[src/rtl/fetch_ctrl_if.sv]
`default_nettype none
// ============================================================================
// Module   : fetch_ctrl_if
// Brief    : Redirect, instruction-memory and decode-side signals of fetch_ctrl
// Revision : 1.0
// ============================================================================
interface fetch_ctrl_if;
   logic        redirect_valid;
   logic [31:0] redirect_pc;
   logic        imem_req;
   logic [31:0] imem_addr;
   logic        imem_gnt;
   logic        imem_rvalid;
   logic [31:0] imem_rdata;
   logic        inst_valid;
   logic [31:0] inst;
   logic [31:0] inst_pc;
   logic        inst_ready;
   logic [31:0] pc;

   modport master (
      input  redirect_valid, redirect_pc,
      output imem_req, imem_addr,
      input  imem_gnt, imem_rvalid, imem_rdata,
      output inst_valid, inst, inst_pc,
      input  inst_ready,
      output pc
   );

   modport slave (
      output redirect_valid, redirect_pc,
      input  imem_req, imem_addr,
      output imem_gnt, imem_rvalid, imem_rdata,
      input  inst_valid, inst, inst_pc,
      output inst_ready,
      input  pc
   );
endinterface
`default_nettype wire

[src/rtl/fetch_ctrl.sv]
`default_nettype none
// ============================================================================
// Module   : fetch_ctrl
// Brief    : Fetch PC owner, single-outstanding imem fetch, one-entry inst buffer
// Revision : 1.0
// ============================================================================
module fetch_ctrl #(
   parameter logic [31:0] RESET_PC = 32'h0000_0000
) (
   input  wire logic     clk,
   input  wire logic     rst,
   fetch_ctrl_if.master  bus
);

   localparam logic [1:0] S_REQ  = 2'd0;
   localparam logic [1:0] S_WAIT = 2'd1;
   localparam logic [1:0] S_FULL = 2'd2;

   logic [1:0]  state_q,      state_d;
   logic [31:0] pc_q,         pc_d;
   logic [31:0] req_pc_q,     req_pc_d;
   logic        drop_q,       drop_d;
   logic        inst_valid_q, inst_valid_d;
   logic [31:0] inst_q,       inst_d;
   logic [31:0] inst_pc_q,    inst_pc_d;

   logic        w_imem_req;
   logic        w_grant;

   // ------------------------------------------------------------------------
   // State register
   // ------------------------------------------------------------------------
   always_ff @(posedge clk) begin
      if (rst) begin
         state_q      <= S_REQ;
         pc_q         <= RESET_PC;
         req_pc_q     <= 32'h0;
         drop_q       <= 1'b0;
         inst_valid_q <= 1'b0;
         inst_q       <= 32'h0;
         inst_pc_q    <= 32'h0;
      end else begin
         state_q      <= state_d;
         pc_q         <= pc_d;
         req_pc_q     <= req_pc_d;
         drop_q       <= drop_d;
         inst_valid_q <= inst_valid_d;
         inst_q       <= inst_d;
         inst_pc_q    <= inst_pc_d;
      end
   end

   // ------------------------------------------------------------------------
   // Output decode: a request is never raised in a redirect cycle
   // ------------------------------------------------------------------------
   always_comb begin
      w_imem_req = 1'b0;
      case (state_q)
         S_REQ:   w_imem_req = !bus.redirect_valid;
         S_WAIT:  w_imem_req = 1'b0;
         S_FULL:  w_imem_req = bus.inst_ready && !bus.redirect_valid;
         default: w_imem_req = 1'b0;
      endcase
   end

   assign w_grant = w_imem_req && bus.imem_gnt;

   // ------------------------------------------------------------------------
   // Next-state logic
   // ------------------------------------------------------------------------
   always_comb begin
      state_d      = state_q;
      pc_d         = pc_q;
      req_pc_d     = req_pc_q;
      drop_d       = drop_q;
      inst_valid_d = inst_valid_q;
      inst_d       = inst_q;
      inst_pc_d    = inst_pc_q;

      if (bus.redirect_valid) begin
         pc_d         = bus.redirect_pc;
         inst_valid_d = 1'b0;
      end

      case (state_q)
         S_REQ: begin
            if (w_grant) begin
               req_pc_d = pc_q;
               pc_d     = pc_q + 32'd4;
               state_d  = S_WAIT;
            end
         end

         S_WAIT: begin
            if (bus.imem_rvalid) begin
               if (drop_q || bus.redirect_valid) begin
                  drop_d  = 1'b0;
                  state_d = S_REQ;
               end else begin
                  inst_d       = bus.imem_rdata;
                  inst_pc_d    = req_pc_q;
                  inst_valid_d = 1'b1;
                  state_d      = S_FULL;
               end
            end else if (bus.redirect_valid) begin
               // One outstanding response at most, so a single flag covers
               // any number of redirects before it lands.
               drop_d = 1'b1;
            end
         end

         S_FULL: begin
            if (bus.redirect_valid) begin
               state_d = S_REQ;
            end else if (bus.inst_ready) begin
               inst_valid_d = 1'b0;
               if (w_grant) begin
                  req_pc_d = pc_q;
                  pc_d     = pc_q + 32'd4;
                  state_d  = S_WAIT;
               end else begin
                  state_d = S_REQ;
               end
            end
         end

         default: begin
            state_d = S_REQ;
         end
      endcase
   end

   assign bus.imem_req   = w_imem_req;
   assign bus.imem_addr  = pc_q;
   assign bus.pc         = pc_q;
   assign bus.inst_valid = inst_valid_q;
   assign bus.inst       = inst_q;
   assign bus.inst_pc    = inst_pc_q;

`ifndef SYNTHESIS
   a_rvalid_only_in_wait : assert property (
      @(posedge clk) disable iff (rst) bus.imem_rvalid |-> (state_q == S_WAIT)
   );
`endif

endmodule
`default_nettype wire

[src/flat_wrapper.sv]
// flat-port wrapper written by rule: the top's interface ports become plain ports
module fetch_ctrl_flat 
#(
   parameter logic [31:0] RESET_PC = 32'h0000_0000
)
  (clk, rst, bus_redirect_valid, bus_redirect_pc, bus_imem_req, bus_imem_addr, bus_imem_gnt, bus_imem_rvalid, bus_imem_rdata, bus_inst_valid, bus_inst, bus_inst_pc, bus_inst_ready, bus_pc);
  fetch_ctrl_if bus_i ();
  input  wire logic clk;
  input  wire logic rst;
  input wire logic [$bits(bus_i.redirect_valid)-1:0] bus_redirect_valid;
  input wire logic [$bits(bus_i.redirect_pc)-1:0] bus_redirect_pc;
  output wire logic [$bits(bus_i.imem_req)-1:0] bus_imem_req;
  output wire logic [$bits(bus_i.imem_addr)-1:0] bus_imem_addr;
  input wire logic [$bits(bus_i.imem_gnt)-1:0] bus_imem_gnt;
  input wire logic [$bits(bus_i.imem_rvalid)-1:0] bus_imem_rvalid;
  input wire logic [$bits(bus_i.imem_rdata)-1:0] bus_imem_rdata;
  output wire logic [$bits(bus_i.inst_valid)-1:0] bus_inst_valid;
  output wire logic [$bits(bus_i.inst)-1:0] bus_inst;
  output wire logic [$bits(bus_i.inst_pc)-1:0] bus_inst_pc;
  input wire logic [$bits(bus_i.inst_ready)-1:0] bus_inst_ready;
  output wire logic [$bits(bus_i.pc)-1:0] bus_pc;
  assign bus_i.redirect_valid = bus_redirect_valid;
  assign bus_i.redirect_pc = bus_redirect_pc;
  assign bus_imem_req = bus_i.imem_req;
  assign bus_imem_addr = bus_i.imem_addr;
  assign bus_i.imem_gnt = bus_imem_gnt;
  assign bus_i.imem_rvalid = bus_imem_rvalid;
  assign bus_i.imem_rdata = bus_imem_rdata;
  assign bus_inst_valid = bus_i.inst_valid;
  assign bus_inst = bus_i.inst;
  assign bus_inst_pc = bus_i.inst_pc;
  assign bus_i.inst_ready = bus_inst_ready;
  assign bus_pc = bus_i.pc;
  fetch_ctrl #(.RESET_PC(RESET_PC)) u_core (.clk(clk), .rst(rst), .bus(bus_i));
endmodule
[config.mk]
export PLATFORM = sky130hd
export DESIGN_NAME = fetch_ctrl_flat
export DESIGN_NICKNAME = d
export VERILOG_FILES = /design/src/rtl/fetch_ctrl_if.sv /design/src/rtl/fetch_ctrl.sv /design/src/flat_wrapper.sv
export SDC_FILE = /design/constraint.sdc
export NUM_CORES = 1
export LEC_CHECK = 0
export CORE_ASPECT_RATIO = 1.25
export CORE_MARGIN = 2
export CORE_UTILIZATION = 45
export CTS_CLUSTER_SIZE = 24
export DETAILED_ROUTE_END_ITERATION = 8
export PLACE_DENSITY = 0.91
export SLEW_MARGIN = 20
export SYNTH_ARGS = -nofsm -noshare
export SYNTH_HDL_FRONTEND = slang
export SYNTH_SLANG_ARGS = --single-unit
[constraint.sdc]
create_clock -name clk -period 2.2 [get_ports clk]
set_input_delay 0.44 -clock clk [delete_from_list [all_inputs] [get_ports clk]]
set_output_delay 0.44 -clock clk [all_outputs]
set_load 0.005 [all_outputs]
Yosys cells after proc, flatten, opt, wreduce, memory -nomap -nowiden. Index checks and enable logic that the tools add are counted.

Flip-flop bits (word level): 132. Output and inout bits: 130.

Add/sub/neg operators: 1. Eq/ne operators: 8. Mux-type cells: 26. Bitwise operators: 1. Reductions and logical operators: 11.

Operator list (count): $mux W32 (7); $pmux W32 S2 (2); $add A32 B3 Y32 const B (1); $reduce_and A3 Y1 (4); $mux W2 (5); $mux W1 (9); $ne A2 B2 Y1 const B (3); $pmux W2 S3 (1); $ne A2 B1 Y1 const B (2); $pmux W1 S2 (2); $reduce_bool A2 Y1 (2); $ne A3 B3 Y1 const B (1); $eq A2 B1 Y1 const B (1); $eq A2 B2 Y1 const B (1); $logic_and A1 B1 Y1 (2); $logic_not A2 Y1 (1); $logic_not A1 Y1 (1); $logic_or A1 B1 Y1 (1); $not A1 Y1 (1).

Longest topological paths before layout. Gate-level depths: netlist of run 1.

Depth after elaboration: 8. Mapped depth: 9.

Least setup slack after synthesis of run 1. OpenSTA, ideal clock, no wires.

Kind: reg2reg. Start point: register u_core.pc_q[2], in the netlist u_core.bus.imem_addr[2]. End point: register u_core.pc_q[26], in the netlist u_core.bus.imem_addr[26]. Library setup time: 0.125 ns. Arrival time: 1.663 ns. Data required time: 2.075 ns. Path slack: 0.412 ns. Stages on the path, launching flop included: 7. Path buffers: 0. Path through: dfxtp_1 -> ha_1 -> nand3_2 -> nor4_4 -> nand4_1 -> xor2_1 -> o22ai_2.

Word-level cells in the longest chain between the ends: 5.

RTL lines: start, declared (RTL line fetch_ctrl.sv:20) `logic [31:0] pc_q, pc_d;`; start signal, assigned (RTL line fetch_ctrl.sv:44) `pc_q <= pc_d;`; $add A32 B3 Y32 * (RTL line fetch_ctrl.sv:89, fetch_ctrl.sv:119); $mux W32 * (RTL line fetch_ctrl.sv:87, fetch_ctrl.sv:117); $mux W32 (RTL line fetch_ctrl.sv:115) `end else if (bus.inst_ready) begin`; $mux W32 (RTL line fetch_ctrl.sv:113) `if (bus.redirect_valid) begin`; $pmux W32 S2 * (RTL line fetch_ctrl.sv:85) `case (state_q)`.

Mark *: on every way between the ends. The rest lies on a longest branch, timed or not. A chain may end at the register's enable or synchronous reset.

Worst setup path after layout of run 1.
Start point: register u_core.state_q[1]. End point: output port bus_imem_req.

Word-level cells in the longest chain between the ends: 2.

RTL lines: start, declared (RTL line fetch_ctrl.sv:19) `logic [1:0] state_q, state_d;`; start signal, assigned (RTL line fetch_ctrl.sv:43) `state_q <= state_d;`; $eq A2 B2 Y1 or $logic_not A2 Y1 (tied branches) (RTL line fetch_ctrl.sv:58) `case (state_q)`; $pmux W1 S2 * (RTL line fetch_ctrl.sv:58); end, declared (RTL line flat_wrapper.sv:12) `output wire logic [$bits(bus_i.imem_req)-1:0] bus_imem_req;`.

Marks and branches as above.

==> results of run 1 <==
[sequential cells by signal, indices dropped and copies added (netlist names)]
| signal | cells |
|---|---|
| u_core.state_q | 2 |
| u_core.req_pc_q | 32 |
| u_core.drop_q | 1 |
| u_core.bus.inst_pc | 32 |
| u_core.bus.inst_valid | 1 |
| u_core.bus.inst | 32 |
| u_core.bus.imem_addr | 32 |
[how the worst min path moves through the flow]
stage                                    end  slack (ns)
global placement      u_core.bus.inst_pc[10]        0.44
detailed placement     u_core.bus.inst_pc[7]        0.44
finish              u_core.bus.imem_addr[14]        0.26
floorplan              u_core.bus.inst_pc[0]        0.43
global route        u_core.bus.imem_addr[14]        0.24
CTS                 u_core.bus.imem_addr[14]        0.24
[cell usage after synthesis, types with 5 or more instances]
master and number:
nand2_1 205, dfxtp_1 132, a21oi_1 109, buf_4 32, nor2_1 29, clkbuf_1 28, mux2i_1 15, xor2_1 14
buf_2 12, nand3_1 12, o22ai_1 12, o21ai_0 11, nand4_1 9, a22oi_1 8, and3_1 8, inv_1 6
ha_1 5
[per-layer routing]
| metal | vias up | track usage | share of wire |
|---|---|---|---|
| li1 | 2683 | - | - |
| met1 | 2581 | 0.299 | 0.40 |
| met2 | 290 | 0.428 | 0.50 |
| met3 | 36 | 0.0513 | 0.070 |
| met4 | 0 | 0.114 | 0.026 |
| met5 | - | 0 | 0 |
[power by group through the flow]
stage                     Clock (mW)  Combinational [mW]  Sequential (mW)
final                           2.92               0.696             2.55
after global routing            3.08               0.746             2.56
after CTS                       2.96               0.695             2.55
after detailed placement           0               0.678             2.60
after global placement             0               0.668             2.59
after floorplan                    0               0.310             2.58
[metrics by stage]
stage	setup WS, ns	cell area, um^2	setup TNS (ns)	hold slack [ns]
global placement	0.0319	7670	0	0.437
finish	0.194	8320	0	0.260
CTS	0.192	8320	0	0.239
detailed placement	-0.0543	7670	-0.170	0.443
floorplan	0.412	5630	0	0.432
global route	0.127	8320	0	0.243
[worst max-delay path, stage by stage (launching register included)]
cell	delay [ns]
dfxtp_2	0.37
inv_1	0.09
ha_4	0.19
a21oi_2	0.15
nor2_1	0.07
dlygate4sd2_1	0.28
[cell families (layout without fill, tap and decap cells)]
group / count (synthesis) / in the layout
and+or+nand+nor: 289 / 289
AOI/OAI and AO/OA: 160 / 160
DFF: 132 / 132
buffers and inverters: 83 / 265
xor gates and xnor gates: 16 / 16
muxes: 16 / 16
adders and majority gates: 5 / 5
[repair_timing]
item / CTS / global route
setup endpoints to repair: 1 / 0
resized for setup: 9 / 0
buffers inserted: 0 / 0
[area by class of cell]
type                       instances  area, um^2
fill                             918        3840
sequential                       132        2650
multi-input combinational        486        2580
timing repair buffer             227        2250
clock buffer                      21         470
tap                              164         205
clock inverter                    11         150
inverter                           6        22.5
==> parameters.txt, run 1 <==
Parameter                              Value

STA
  Least-Margin Pin Slew ... 0.697 ns
  Clock tree skew after final layout ... 0.00784 ns
  Number of endpoints failing setup at the final stage ... 0
  Period utilization ... 0.912
  Relative slew margins ... 0.535
  Hold Violations, Final ... 0
  Final period demand of the worst path ... 2.01 ns
  Max Transition Viols Final ... 0
  Top achievable clock speed ... 498 MHz
  Setup repair after global routing missed its margin ... no

Finish
  Proportion of layout cells with a drive suffix above 1 ... 0.0895
  Non-Filler Instances ... 1047
  Leading cell types in the layout, fill and taps excluded ... nand2_1, clkdlybuf4s50_1, dfxtp_1
  # nets final ... 945
  Layout area overhead ... 47.7%
  Inserted Diodes ... 0
  Util after Layout ... 0.684
  Most frequent standard cell in the layout excluding fill and tap cells ... nand2_1

Critical path
  Startpoint of the worst register-to-register path ... u_core.state_q[0]
  Endpoint of the most critical setup path ... bus_imem_req
  Setup crit end kind ... output pin
  Critical path launch point type ... flop
  Start-to-end type of the worst setup path ... reg -> out
  Worst reg2reg path depth ... 7
  Arrival time of the worst setup path ... 1.57 ns
  Flop-to-flop setup slack ... 0.28 ns
  Critical Path Fanout Max ... 4
  Launch point of the worst path ... u_core.state_q[1]
  Endpoint of the lowest-slack register-to-register path ... u_core.bus.imem_addr[20]
  Req. time, crit path ... 1.76 ns

Clock network
  Number of buffers created by CTS ... 17
  Clk_lat worst skew ... 0.41 ns
  Clock-pin slew reported for the worst setup and hold paths after clock tree synthesis ... 0.06 ns
  CTS tree ... built
  Largest buffer count on any clock path ... 2
  Number of buffers inserted by hold repair at cts ... 0
  CTS root buffer ... clkbuf_16
  Number of clock sinks ... 132
  H-tree levels ... 4

Pwr
  Part of the power in registers ... 0.413
  Clk pwr share ... 0.474
  Switch share ... 0.234
  Total net switching power ... 1.44 mW
  Overall power of the completed layout ... 6.17 mW
  Peak supply drop ... 0.433 mV
  Logic gate share of total power ... 0.113
  Internal power summed over all cells ... 4.72 mW
  Areal power density over the cells ... 741 mW/mm^2
  Leak ... 2.95 nW

Placement
  # placed instances ... 1015
  GPL Wtd Cong ... 0.881
  Total half-perimeter wirelength after legalization and detailed placement ... 11500 um
  Quantity of I/O buffers inserted on ports ... 199

Synth
  Synthesized-area fraction occupied by ao, oa, aoi and oai cells ... 0.161
  Share of the synthesized area in the top cell type ... 0.469
  Combinational family with the most area after synthesis ... simple AND/OR/NAND/NOR gates
  Register bit total from synthesis ... 132
  Synth cell types ... 44
  Fraction of synthesized area in multiplexers ... 0.0287
  Warnings, synthesis ... 0
  Share of the synthesized netlist area taken by xor and xnor gates ... 0.0249
  Area contributors post-synth ... dfxtp_1, nand2_1, a21oi_1
  Post-synth EDFFs ... 0
  Most used DFF post-synth ... dfxtp_1
  Portion of the post-synthesis area used by sequential elements ... 0.469
  Async SR Flop Fraction ... 0
  Biggest area consumer among synthesized cells ... dfxtp_1
  Post-synthesis cell count ... 701
  Post-synthesis cell area ... 0.00563 mm^2
  Post-synthesis average cell area ... 8.04 um^2
  Post-synthesis share of cell area spent on and, or, nand and nor gates ... 0.226
  Adder-cell share of the synthesized area ... 0.0111
  Synth Net Count ... 776

Outcome
  Result of the run ... completed

Global routing
  Grt ovf ... 0
  Wire length of the first global-routing pass ... 26600 um
  Vias in the first global route ... 5232
  Combined global-route utilization of all metal layers ... 0.248
  Antenna violations before repair ... 0
  Maximum number of pins on one net before global-route repair ... 69

Detailed routing
  Post-route DRC ... 0
  Count of routing violations after the opening detailed-route iteration ... 367
  Total detailed-routing wirelength ... 16900 um
  Total via count in the routed design ... 5590
  Vias per std cell ... 5.34
  Average detailed-routed wire length per instance ... 16.1 um
  Router iterations before antenna repair ... 5
  Count of nets left with antenna violations after detail routing ... 0

Worst hold path
  Startpoint of the most critical hold path ... rst
  Type of the worst min-delay path ... in -> reg
  Hold path depth ... 2

Floorplan
  Area enclosed by the die boundary ... 0.0134 mm^2
  Number of top-level design ports ... 200
  Core area ... 0.0122 mm^2
  Y dimension of the die ... 129 um
  Width of the die ... 104 um
  Initial Util ... 0.463
  FP Rows ... 45

Flow run
  Max_cap viols ... 0
(Power assumes the default switching activity.)
==> inputs of run 2 (changes only) <==
--- a/config.mk
+++ b/config.mk
@@ -5,11 +5,12 @@
 export SDC_FILE = /design/constraint.sdc
 export NUM_CORES = 1
 export LEC_CHECK = 0
-export CORE_ASPECT_RATIO = 1.25
+export CORE_ASPECT_RATIO = 1.4
 export CORE_MARGIN = 2
 export CORE_UTILIZATION = 45
 export CTS_CLUSTER_SIZE = 24
 export DETAILED_ROUTE_END_ITERATION = 8
+export MAX_ROUTING_LAYER = met4
 export PLACE_DENSITY = 0.91
 export SLEW_MARGIN = 20
 export SYNTH_ARGS = -nofsm -noshare
==> run 2 against run 1 <==
  * First-iteration DRC count up 3.5%
  * Fmax down 1.0%
  * Worst setup slack worse by 0.021 ns
  * Clock skew down 0.0018 ns
  * Largest cell class unchanged
  * Largest power group unchanged
==> parameters.txt, run 2 (synthesized netlist as in run 1, its figures left out) <==
Parameter                              Value

Outcome
  Result of the run ... completed

Finish
  Layout area overhead ... 48.1%
  Proportion of layout cells with a drive suffix above 1 ... 0.0904 (+0.000928)
  Non-Filler Instances ... 1035 (-1.1%)
  Inserted Diodes ... 0 (unchanged)
  Util after Layout ... 0.681 (-0.00329)
  # nets final ... 947 (+0.21%)
  Most frequent standard cell in the layout excluding fill and tap cells ... nand2_1
  Leading cell types in the layout, fill and taps excluded ... nand2_1, clkdlybuf4s50_1, dfxtp_1

Pwr
  Areal power density over the cells ... 758 mW/mm^2 (+2.3%)
  Leak ... 2.98 nW (+0.93%)
  Peak supply drop ... 0.478 mV (+10%)

Clock network
  Clock-pin slew reported for the worst setup and hold paths after clock tree synthesis ... 0.06 ns (about the same)
  Largest buffer count on any clock path ... 2 (unchanged)
  Number of clock sinks ... 132 (unchanged)
  Post-CTS setup buffer count ... 0 (unchanged)
  Number of resized instances in the post-cts repair step ... 5 (-4)
  CTS root buffer ... clkbuf_16
  Number of buffers created by CTS ... 17 (unchanged)
  Number of buffers inserted by hold repair at cts ... 0 (unchanged)
  CTS tree ... built
  Clk_lat worst skew ... 0.41 ns (about the same)
  H-tree levels ... 4 (unchanged)

Flow run
  Max_cap viols ... 0 (unchanged)

Worst hold path
  Startpoint of the most critical hold path ... rst
  Type of the worst min-delay path ... in -> reg

Critical path
  Start-to-end type of the worst setup path ... reg -> out
  Arrival time of the worst setup path ... 1.59 ns (+0.02 ns)
  Startpoint of the worst register-to-register path ... u_core.bus.imem_addr[3]
  Setup crit end kind ... output pin
  Critical path launch point type ... flop
  Critical Path Fanout Max ... 4 (unchanged)
  Launch point of the worst path ... u_core.state_q[0]
  Req. time, crit path ... 1.76 ns (about the same)

Global routing
  Combined global-route utilization of all metal layers ... 0.246 (-0.00131)
  Grt ovf ... 0 (unchanged)
  Wire length of the first global-routing pass ... 25900 um (-2.7%)
  Vias in the first global route ... 5151 (-1.5%)
  Antenna violations before repair ... 0 (unchanged)
  Maximum number of pins on one net before global-route repair ... 59 (-14%)

Floorplan
  Width of the die ... 98.6 um (-5.3%)
  Initial Util ... 0.460 (-0.00341)
  Area enclosed by the die boundary ... 0.0134 mm^2 (about the same)
  Y dimension of the die ... 136 um (+5.6%)
  Number of top-level design ports ... 200 (unchanged)
  FP Rows ... 48 (+6.7%)
  Core area ... 0.0123 mm^2 (+0.74%)

STA
  Number of endpoints failing setup at the final stage ... 0 (unchanged)
  Max Transition Viols Final ... 0 (unchanged)
  Least-Margin Pin Slew ... 0.590 ns (-0.107 ns)
  Top achievable clock speed ... 493 MHz (-1.0%)
  Hold Violations, Final ... 0 (unchanged)
  Setup repair after global routing missed its margin ... no
  Period utilization ... 0.922 (+0.00958)
  Min setup slack post-route ... 0.173 ns (-0.0211 ns)
  Sum of negative setup slack ... 0 ns (unchanged)
  Hold slack final ... 0.351 ns (+0.0907 ns)
  Relative slew margins ... 0.607 (+0.0712)
  Final period demand of the worst path ... 2.03 ns (+0.0211 ns)
  Clock tree skew after final layout ... 0.00600 ns (-0.00185 ns)

Detailed routing
  Count of nets left with antenna violations after detail routing ... 0 (unchanged)
  Average detailed-routed wire length per instance ... 15.6 um (-3.0%)
  Count of routing violations after the opening detailed-route iteration ... 380 (+3.5%)
  Total via count in the routed design ... 5504 (-1.5%)
  Total detailed-routing wirelength ... 16200 um (-4.1%)
  Post-route DRC ... 0 (unchanged)
  Vias per std cell ... 5.32 (-0.40%)
  Router iterations before antenna repair ... 5 (unchanged)

Placement
  GPL Wtd Cong ... 0.862 (-2.1%)
  Total half-perimeter wirelength after legalization and detailed placement ... 11300 um (-1.8%)
  Quantity of I/O buffers inserted on ports ... 199 (unchanged)
  # placed instances ... 1003 (-1.2%)
  Worst slack, placed ... 0.0608 ns (+0.115 ns)
-- run 2: through the flow --
stage          area [um^2]  power, mW
6_report              8340       6.33
5_1_grt               8340       6.54
4_1_cts               8340       6.35
3_5_place_dp          7680       3.27
3_3_place_gp          7680       3.26
2_1_floorplan         5630       2.89
-- run 2: final timing paths --
kind / endpoint / slack, ns / depth (start not counted)
hold / removal: u_core.bus.imem_addr[13] / 0.35 / 2
hold reg to reg: u_core.bus.inst_pc[16] / 0.45 / 2
setup / recovery: bus_imem_req / 0.17 / 5
setup reg to reg: u_core.bus.imem_addr[18] / 0.25 / 7
-- run 2: routing by layer --
layer  vias to the layer above  GRT usage  wire length (um)
met5                         -          -                 0
met4                         0     0.0898               367
met3                        29     0.0411               886
met2                       228      0.415              8330
met1                      2564      0.297              6600
li1                       2683          -                 -
-- run 2: where the power goes --
group          internal [mW]  switching [mW]
Combinational          0.385           0.295
Sequential              2.46          0.0879
Clock                   2.02            1.08
-- run 2: area by class of cell --
class                           instances  area [um^2]
Timing Repair Buffer                  229         2280
Multi-Input combinational cell        486         2550
Fill cell                             964         3910
Clock inverter                         15          229
Inverter                                6         22.5
Sequential cell                       132         2650
Tap cell                              150          188
Clock buffer                           17          425
-- run 2: critical path: stages (launching register included) --
cell and delay [ns]:
dfxtp_2 0.35, inv_1 0.06, ha_1 0.24, a21oi_2 0.17
nor2_1 0.08, dlygate4sd2_1 0.27
